### src/rtl/vga_img_pkg.sv
// rtl/vga_img_pkg.sv - shared image geometry, pixel constants, owner/state enums and return tag
// Purpose: common definitions for the image BRAM arbiter and its read-return pipeline.
// Contents: IMG_W/IMG_H/IMG_PIXELS geometry, ADDR_W/PIX_W widths, OOB_PIXEL fill byte,
//           owner_e (who issued a read), arb_state_e (arbiter FSM), rd_tag_t (return tag).
package vga_img_pkg;
    localparam int IMG_W      = 160;
    localparam int IMG_H      = 120;
    localparam int IMG_PIXELS = IMG_W * IMG_H;
    localparam int ADDR_W     = 15;
    localparam int PIX_W      = 8;

    localparam logic [PIX_W-1:0] OOB_PIXEL = 8'hFF;

    typedef enum logic {
        OWN_DISP = 1'b0,
        OWN_AES  = 1'b1
    } owner_e;

    typedef enum logic {
        ARB      = 1'b0,
        AES_LOCK = 1'b1
    } arb_state_e;

    typedef struct packed {
        logic   valid;
        owner_e owner;
        logic   oob;
    } rd_tag_t;
endpackage

### src/rtl/vga_img_mem_arbiter_tag_pipe.sv
// rtl/vga_img_mem_arbiter_tag_pipe.sv - read-return tag pipeline routing BRAM data to its requester
// Module img_rd_tag_pipe: RD_LAT+1 deep shift register of {valid, owner, oob} tags.
// Ports:
//   clk, rst              clock, asynchronous active-high reset (clears all tags and outputs)
//   in_valid/in_aes/in_oob tag of the read granted this cycle (in_aes: 1 = AES owns it)
//   mem_rdata             BRAM read data, valid RD_LAT cycles after mem_en
//   disp_rvalid/disp_rdata display return pulse and held byte
//   aes_rvalid/aes_rdata   AES return pulse and held byte
module img_rd_tag_pipe
    import vga_img_pkg::*;
#(
    parameter int RD_LAT = 1
) (
    input  logic       clk,
    input  logic       rst,
    input  logic       in_valid,
    input  logic       in_aes,
    input  logic       in_oob,
    input  logic [7:0] mem_rdata,
    output logic       disp_rvalid,
    output logic [7:0] disp_rdata,
    output logic       aes_rvalid,
    output logic [7:0] aes_rdata
);
    // Stage 0 lines up with the registered mem_en; stage RD_LAT lines up with mem_rdata.
    rd_tag_t [RD_LAT:0] tag_q, tag_d;
    rd_tag_t            ret;
    logic [7:0]         ret_data;
    logic               disp_rvalid_q, disp_rvalid_d;
    logic               aes_rvalid_q, aes_rvalid_d;
    logic [7:0]         disp_rdata_q, disp_rdata_d;
    logic [7:0]         aes_rdata_q, aes_rdata_d;

    always_comb begin
        tag_d[0] = '{valid: in_valid, owner: (in_aes ? OWN_AES : OWN_DISP), oob: in_oob};
        for (int i = 1; i <= RD_LAT; i++) begin
            tag_d[i] = tag_q[i-1];
        end
        ret           = tag_q[RD_LAT];
        // Out-of-range reads never enabled the BRAM, so substitute the fill byte.
        ret_data      = ret.oob ? OOB_PIXEL : mem_rdata;
        disp_rvalid_d = ret.valid && (ret.owner == OWN_DISP);
        aes_rvalid_d  = ret.valid && (ret.owner == OWN_AES);
        disp_rdata_d  = disp_rvalid_d ? ret_data : disp_rdata_q;
        aes_rdata_d   = aes_rvalid_d ? ret_data : aes_rdata_q;
    end

    always_ff @(posedge clk or posedge rst) begin
        if (rst) begin
            tag_q         <= '0;
            disp_rvalid_q <= 1'b0;
            aes_rvalid_q  <= 1'b0;
            disp_rdata_q  <= 8'd0;
            aes_rdata_q   <= 8'd0;
        end else begin
            tag_q         <= tag_d;
            disp_rvalid_q <= disp_rvalid_d;
            aes_rvalid_q  <= aes_rvalid_d;
            disp_rdata_q  <= disp_rdata_d;
            aes_rdata_q   <= aes_rdata_d;
        end
    end

    assign disp_rvalid = disp_rvalid_q;
    assign disp_rdata  = disp_rdata_q;
    assign aes_rvalid  = aes_rvalid_q;
    assign aes_rdata   = aes_rdata_q;
endmodule

### src/rtl/vga_img_mem_arbiter.sv
// rtl/vga_img_mem_arbiter.sv - image BRAM arbiter between VGA pixel fetch and AES engine
// Display reads win by default; AES takes idle slots and bounded atomic bursts (aes_lock).
// Optional macro AES_STARVE_GUARD_EN: after STARVE_MAX waiting cycles AES wins one slot.
// Ports:
//   clk, rst                         clock, asynchronous active-high reset
//   disp_req/disp_addr/disp_gnt      display read request, address, combinational grant
//   disp_rvalid/disp_rdata           display read return
//   aes_req/aes_we/aes_lock/aes_addr/aes_wdata/aes_gnt  AES request side and grant
//   aes_rvalid/aes_rdata             AES read return
//   addr_err                         pulse one cycle after a granted out-of-range access
//   mem_en/mem_we/mem_addr/mem_wdata registered BRAM controls; mem_rdata BRAM read data
module vga_img_mem_arbiter #(
    parameter int IMG_PIXELS = vga_img_pkg::IMG_W * vga_img_pkg::IMG_H,
    parameter int RD_LAT     = 1,
    parameter int BURST_MAX  = 16
`ifdef AES_STARVE_GUARD_EN
    , parameter int STARVE_MAX = 64
`endif
) (
    input  logic        clk,
    input  logic        rst,
    input  logic        disp_req,
    input  logic [14:0] disp_addr,
    output logic        disp_gnt,
    output logic        disp_rvalid,
    output logic [7:0]  disp_rdata,
    input  logic        aes_req,
    input  logic        aes_we,
    input  logic        aes_lock,
    input  logic [14:0] aes_addr,
    input  logic [7:0]  aes_wdata,
    output logic        aes_gnt,
    output logic        aes_rvalid,
    output logic [7:0]  aes_rdata,
    output logic        addr_err,
    output logic        mem_en,
    output logic        mem_we,
    output logic [14:0] mem_addr,
    output logic [7:0]  mem_wdata,
    input  logic [7:0]  mem_rdata
);
    import vga_img_pkg::*;

    localparam int          BURST_W   = $clog2(BURST_MAX + 1);
    localparam logic [31:0] PIX_LIMIT = 32'(IMG_PIXELS);

    arb_state_e         state_q, state_d;
    logic [BURST_W-1:0] burst_q, burst_d;
    logic               aes_prio, gnt_any, acc_oob;
    logic [14:0]        acc_addr;
    logic               mem_en_q, mem_en_d, mem_we_q, mem_we_d, addr_err_q, addr_err_d;
    logic [14:0]        mem_addr_q, mem_addr_d;
    logic [7:0]         mem_wdata_q, mem_wdata_d;

`ifdef AES_STARVE_GUARD_EN
    localparam int STARVE_W = $clog2(STARVE_MAX + 1);
    logic [STARVE_W-1:0] starve_q, starve_d;

    always_comb begin
        starve_d = starve_q;
        if (aes_gnt) begin
            starve_d = '0;
        end else if (aes_req && (starve_q != STARVE_W'(STARVE_MAX))) begin
            starve_d = starve_q + 1'b1;
        end
    end

    always_ff @(posedge clk or posedge rst) begin
        if (rst) starve_q <= '0;
        else     starve_q <= starve_d;
    end
`endif

    always_comb begin
        // AES outranks display inside a held lock, or once it has starved long enough.
        aes_prio = (state_q == AES_LOCK) && aes_lock;
`ifdef AES_STARVE_GUARD_EN
        if (starve_q == STARVE_W'(STARVE_MAX)) aes_prio = 1'b1;
`endif
        aes_gnt  = !rst && aes_req && (aes_prio || !disp_req);
        disp_gnt = !rst && disp_req && !aes_gnt;
        gnt_any  = aes_gnt || disp_gnt;
        acc_addr = aes_gnt ? aes_addr : disp_addr;
        acc_oob  = {17'd0, acc_addr} >= PIX_LIMIT;

        state_d = state_q;
        burst_d = burst_q;
        case (state_q)
            ARB: begin
                if (aes_gnt && aes_lock) begin
                    state_d = AES_LOCK;
                    burst_d = BURST_W'(1);
                end
            end
            AES_LOCK: begin
                if (!aes_lock) begin
                    state_d = ARB;
                    burst_d = '0;
                end else if (aes_gnt) begin
                    // The burst-ending grant hands the next slot back to ARB, where display wins.
                    if (burst_q == BURST_W'(BURST_MAX - 1)) begin
                        state_d = ARB;
                        burst_d = '0;
                    end else begin
                        burst_d = burst_q + 1'b1;
                    end
                end
            end
            default: begin
                state_d = ARB;
                burst_d = '0;
            end
        endcase

        mem_en_d    = gnt_any && !acc_oob;
        mem_we_d    = aes_gnt && aes_we && !acc_oob;
        mem_addr_d  = gnt_any ? acc_addr : mem_addr_q;
        mem_wdata_d = (aes_gnt && aes_we) ? aes_wdata : mem_wdata_q;
        addr_err_d  = gnt_any && acc_oob;
    end

    always_ff @(posedge clk or posedge rst) begin
        if (rst) begin
            state_q     <= ARB;
            burst_q     <= '0;
            mem_en_q    <= 1'b0;
            mem_we_q    <= 1'b0;
            mem_addr_q  <= 15'd0;
            mem_wdata_q <= 8'd0;
            addr_err_q  <= 1'b0;
        end else begin
            state_q     <= state_d;
            burst_q     <= burst_d;
            mem_en_q    <= mem_en_d;
            mem_we_q    <= mem_we_d;
            mem_addr_q  <= mem_addr_d;
            mem_wdata_q <= mem_wdata_d;
            addr_err_q  <= addr_err_d;
        end
    end

    assign mem_en    = mem_en_q;
    assign mem_we    = mem_we_q;
    assign mem_addr  = mem_addr_q;
    assign mem_wdata = mem_wdata_q;
    assign addr_err  = addr_err_q;

    // Writes produce no return, so only granted reads push a valid tag.
    img_rd_tag_pipe #(.RD_LAT(RD_LAT)) u_tag_pipe (
        .clk         (clk),
        .rst         (rst),
        .in_valid    (gnt_any && !(aes_gnt && aes_we)),
        .in_aes      (aes_gnt),
        .in_oob      (acc_oob),
        .mem_rdata   (mem_rdata),
        .disp_rvalid (disp_rvalid),
        .disp_rdata  (disp_rdata),
        .aes_rvalid  (aes_rvalid),
        .aes_rdata   (aes_rdata)
    );
endmodule
### config.mk
export PLATFORM = sky130hd
export DESIGN_NAME = vga_img_mem_arbiter
export DESIGN_NICKNAME = d
export VERILOG_FILES = /design/src/rtl/vga_img_pkg.sv /design/src/rtl/vga_img_mem_arbiter_tag_pipe.sv /design/src/rtl/vga_img_mem_arbiter.sv
export SDC_FILE = /design/constraint.sdc
export NUM_CORES = 1
export LEC_CHECK = 0
export CAP_MARGIN = 10
export CELL_PAD_IN_SITES_DETAIL_PLACEMENT = 1
export CELL_PAD_IN_SITES_GLOBAL_PLACEMENT = 1
export CORE_MARGIN = 2
export CORE_UTILIZATION = 32
export CTS_CLUSTER_DIAMETER = 100
export DETAILED_ROUTE_END_ITERATION = 7
export PLACE_DENSITY_LB_ADDON = 0.1
export SYNTH_ARGS = -nofsm -noshare
export SYNTH_HDL_FRONTEND = slang
export SYNTH_SLANG_ARGS = --single-unit
### constraint.sdc
create_clock -name clk -period 3.7 [get_ports clk]
set_input_delay 0.74 -clock clk [delete_from_list [all_inputs] [get_ports clk]]
set_output_delay 0.74 -clock clk [all_outputs]
set_load 0.01 [all_outputs]
==> impl_metrics.py <==
metrics = {
    "sta": {
        "tightest_slew_ns": 0.705,
        "clock_skew_ns": 0.00647,
        "tns_ns": 0,
        "finalCriticalPeriod_ns": 3.24,
        "post-route-period-util_pct": 87.7,
        "rsz0062_at_grt": "false",
        "slew_viol_final": 0,
        "max_freq_mhz": 308,
        "slew_headroom_pct": 53.0,
        "setup_violations": 0,
        "finalHoldViolCount": 0,
    },
    "synthesis": {
        "ys_types": 35,
        "yosysSeqAreaShare_pct": 60.9,
        "synth_ff_type": "dfrtp_1",
        "ys_warn_count": 0,
        "ys_ff_latch": 56,
        "syn-cell-area_um2": 2300,
        "syn_area_per_cell_um2": 11.9,
        "synth_edf_count": 0,
        "synth-async-reset-ratio_pct": 100,
        "syn-num-nets": 246,
        "postSynthCellCount": 193,
    },
    "global_route": {
        "grt_antenna_before_repair": 0,
        "grt_pass1_vias": 1961,
        "grt_pass1_wl_mm": 9.57,
        "grt_max_degree": 58,
        "grt.met3_usage_pct": 3.73,
        "gr-total-overflow": 0,
        "globalRoute.busiestLayer": "met2",
        "met2_usage_pct": 26.6,
        "grtUsageTotal_pct": 15.5,
        "grt_use_met1_pct": 19.8,
    },
    "die": {
        "rows": 30,
        "die_h_um": 88.8,
        "core_area_um2": 6870,
        "io_pins": 98,
        "die_w_um": 88.8,
        "initial_core_util_pct": 33.5,
        "die_area_um2": 7890,
    },
    "routing": {
        "post_drt_wl_per_cell_um": 15.1,
        "routed_wl_mm": 5.84,
        "vias_per_cell": 4.80,
        "first_iter_violations": 44,
        "vias": 1853,
        "drc": 0,
        "dr.pass1.iters": 4,
        "drtAntennaViolNets": 0,
    },
    "worst_setup_path": {
        "cp.arrival_ns": 2.50,
        "endpoint_kind": "output port",
        "rr_worst_depth": 5,
        "r2r_slack_ns": 1.90,
        "startpoint": "aes_lock",
        "reg2reg_to": "addr_err",
        "path_max_fanout": 11,
        "r2r_start": "state_q",
        "cp.required_ns": 2.96,
        "criticalPathCategory": "in -> out",
        "start_kind": "input pin",
        "crit_end": "disp_gnt",
    },
    "power": {
        "p_leak_nw": 1.48,
        "vdd_drop_max_uv": 179,
        "p_comb_share_pct": 27.6,
        "internal_power_mw": 1.07,
        "p_seq_share_pct": 50.7,
        "netSwitchingPower_mw": 0.396,
        "power_density_nw_per_um2": 427,
        "p_clk_share_pct": 21.7,
        "swShare_pct": 26.9,
        "power_mw": 1.47,
    },
    "clocking": {
        "cts_hold_buf": 0,
        "clk_pin_slew_ns": 0.09,
        "clock_latency_ns": 0.30,
        "root_buffer": "clkbuf_8",
        "cts_sinks": 56,
        "ctsLongestPathBuffers": 2,
        "cts_resized": 0,
        "post-cts-setup-buffer-count": 0,
        "cts_tree": "yes",
        "cts_made_buffers": 5,
        "htree_levels": 2,
    },
    "layout": {
        "fill_cells": 756,
        "drive_gt1_share_pct": 8.62,
        "nets": 343,
        "multi_input_area_um2": 818,
        "ff_latch_area_um2": 1400,
        "antennaDiodeCount": 0,
        "syn_to_final_growth_pct": 49.6,
        "finalNonFillerCells": 386,
    },
    "placed_design": {
        "place_congestion": 0.768,
        "dp.cells": 379,
        "io_buffer_count": 97,
        "dpl.hpwl_mm": 4.34,
    },
    "flow_run": {
        "drv_cap": 0,
    },
    "hold_path": {
        "min_path_type": "reg -> reg",
    },
    "outcome": {
        "status": "complete, no violations",
    },
}
[cells in the final DEF (no fill, tap or decap), types with 3 or more instances in the layout]
cell type,instances
a21o_1,8
a21oi_1,9
a221o_1,7
a22o_1,8
and3_1,4
buf_4,5
clkbuf_8,5
clkdlybuf4s50_1,97
dfrtp_1,56
inv_1,3
mux2_2,8
nand2_1,11
nor2_1,20
nor2b_1,3
nor3b_1,7
o21ai_0,14
[area by class of cell]
class | count | area share, %
sequential | 56 | 40.7
clock buffer | 5 | 2.00
clock inverter | 2 | 0.363
timing repair buffer | 102 | 29.3
multi-input combinational | 121 | 23.8
inverter | 4 | 0.436
tap | 96 | 3.49
[worst max-delay path, cell delays in order]
cell and delay, ns:
clkdlybuf4s50_1 0.58, nand2_1 0.24, a21oi_4 0.10, nor2_1 0.25, clkdlybuf4s50_1 0.59
[cells by family after synthesis]
| family | after synthesis | share of synthesized area [%] |
|---|---|---|
| multiplexers | 9 | 4.35 |
| AO/OA/AOI/OAI | 60 | 19.7 |
| buffers and inverters | 16 | 3.59 |
| AND/OR/NAND/NOR | 51 | 11.0 |
| adder cells (fa/ha/maj) | 1 | 0.543 |
| flip-flops | 56 | 60.9 |
[worst min path at each step]
stage | from | to | cells after the start | slack (ns)
finish | u_tag_pipe.tag_d[4] | u_tag_pipe.ret[1] | 0 | 0.35
global route | u_tag_pipe.tag_d[3] | u_tag_pipe.ret[0] | 0 | 0.37
CTS | u_tag_pipe.tag_d[4] | u_tag_pipe.ret[1] | 0 | 0.35
detailed placement | u_tag_pipe.tag_d[4] | u_tag_pipe.ret[1] | 0 | 0.34
global placement | u_tag_pipe.tag_d[4] | u_tag_pipe.ret[1] | 0 | 0.33
floorplan | u_tag_pipe.tag_d[3] | u_tag_pipe.ret[0] | 0 | 0.33
[state kept, by name (all words and copies together) (netlist names)]
name and cells:
mem_addr 15, mem_wdata 8, u_tag_pipe.aes_rdata 8, u_tag_pipe.disp_rdata 8, burst_q 5, u_tag_pipe.ret 3, u_tag_pipe.tag_d 3, addr_err 1
mem_en 1, mem_we 1, state_q 1, u_tag_pipe.aes_rvalid 1, u_tag_pipe.disp_rvalid 1
[power by group through the flow]
stage / logic, mW / clock network (mW) / registers [mW]
3_3_place_gp: 0.406 / 0 / 0.756
5_1_grt: 0.444 / 0.369 / 0.758
6_report: 0.406 / 0.319 / 0.745
4_1_cts: 0.415 / 0.336 / 0.747
3_5_place_dp: 0.415 / 0 / 0.759
2_1_floorplan: 0.126 / 0 / 0.788
[metrics by stage]
step | instance area [um2] | hold WS [ns] | util (%) | worst slack (ns)
5_1_grt | 3440 | 0.369 | 50.1 | 0.359
3_5_place_dp | 3360 | 0.339 | 49.0 | 0.448
3_3_place_gp | 3360 | 0.332 | 49.0 | 0.458
4_1_cts | 3440 | 0.353 | 50.1 | 0.438
2_1_floorplan | 2300 | 0.331 | - | 0.243
6_report | 3440 | 0.354 | 50.1 | 0.456
[metal layers]
metal	part of all wire [%]	wire, um
met2	50	2930
met3	5.8	340
met1	43	2520
met4	0.77	45
met5	0	0
[cell usage after synthesis (3+ instances only)]
cell type / number / share of area, %
o21ai_0: 14 / 3.0
clkbuf_1: 5 / 0.82
inv_1: 4 / 0.65
a21oi_1: 9 / 2.0
and3_1: 4 / 1.1
mux2_2: 8 / 3.9
dfrtp_1: 56 / 61
nor3b_1: 7 / 2.3
nor2_1: 20 / 3.3
a221o_1: 7 / 3.0
nand2_1: 11 / 1.8
a21o_1: 8 / 2.6
nor2b_1: 3 / 0.82
a22o_1: 8 / 3.0
buf_2: 3 / 0.65
(Power assumes the default switching activity.)
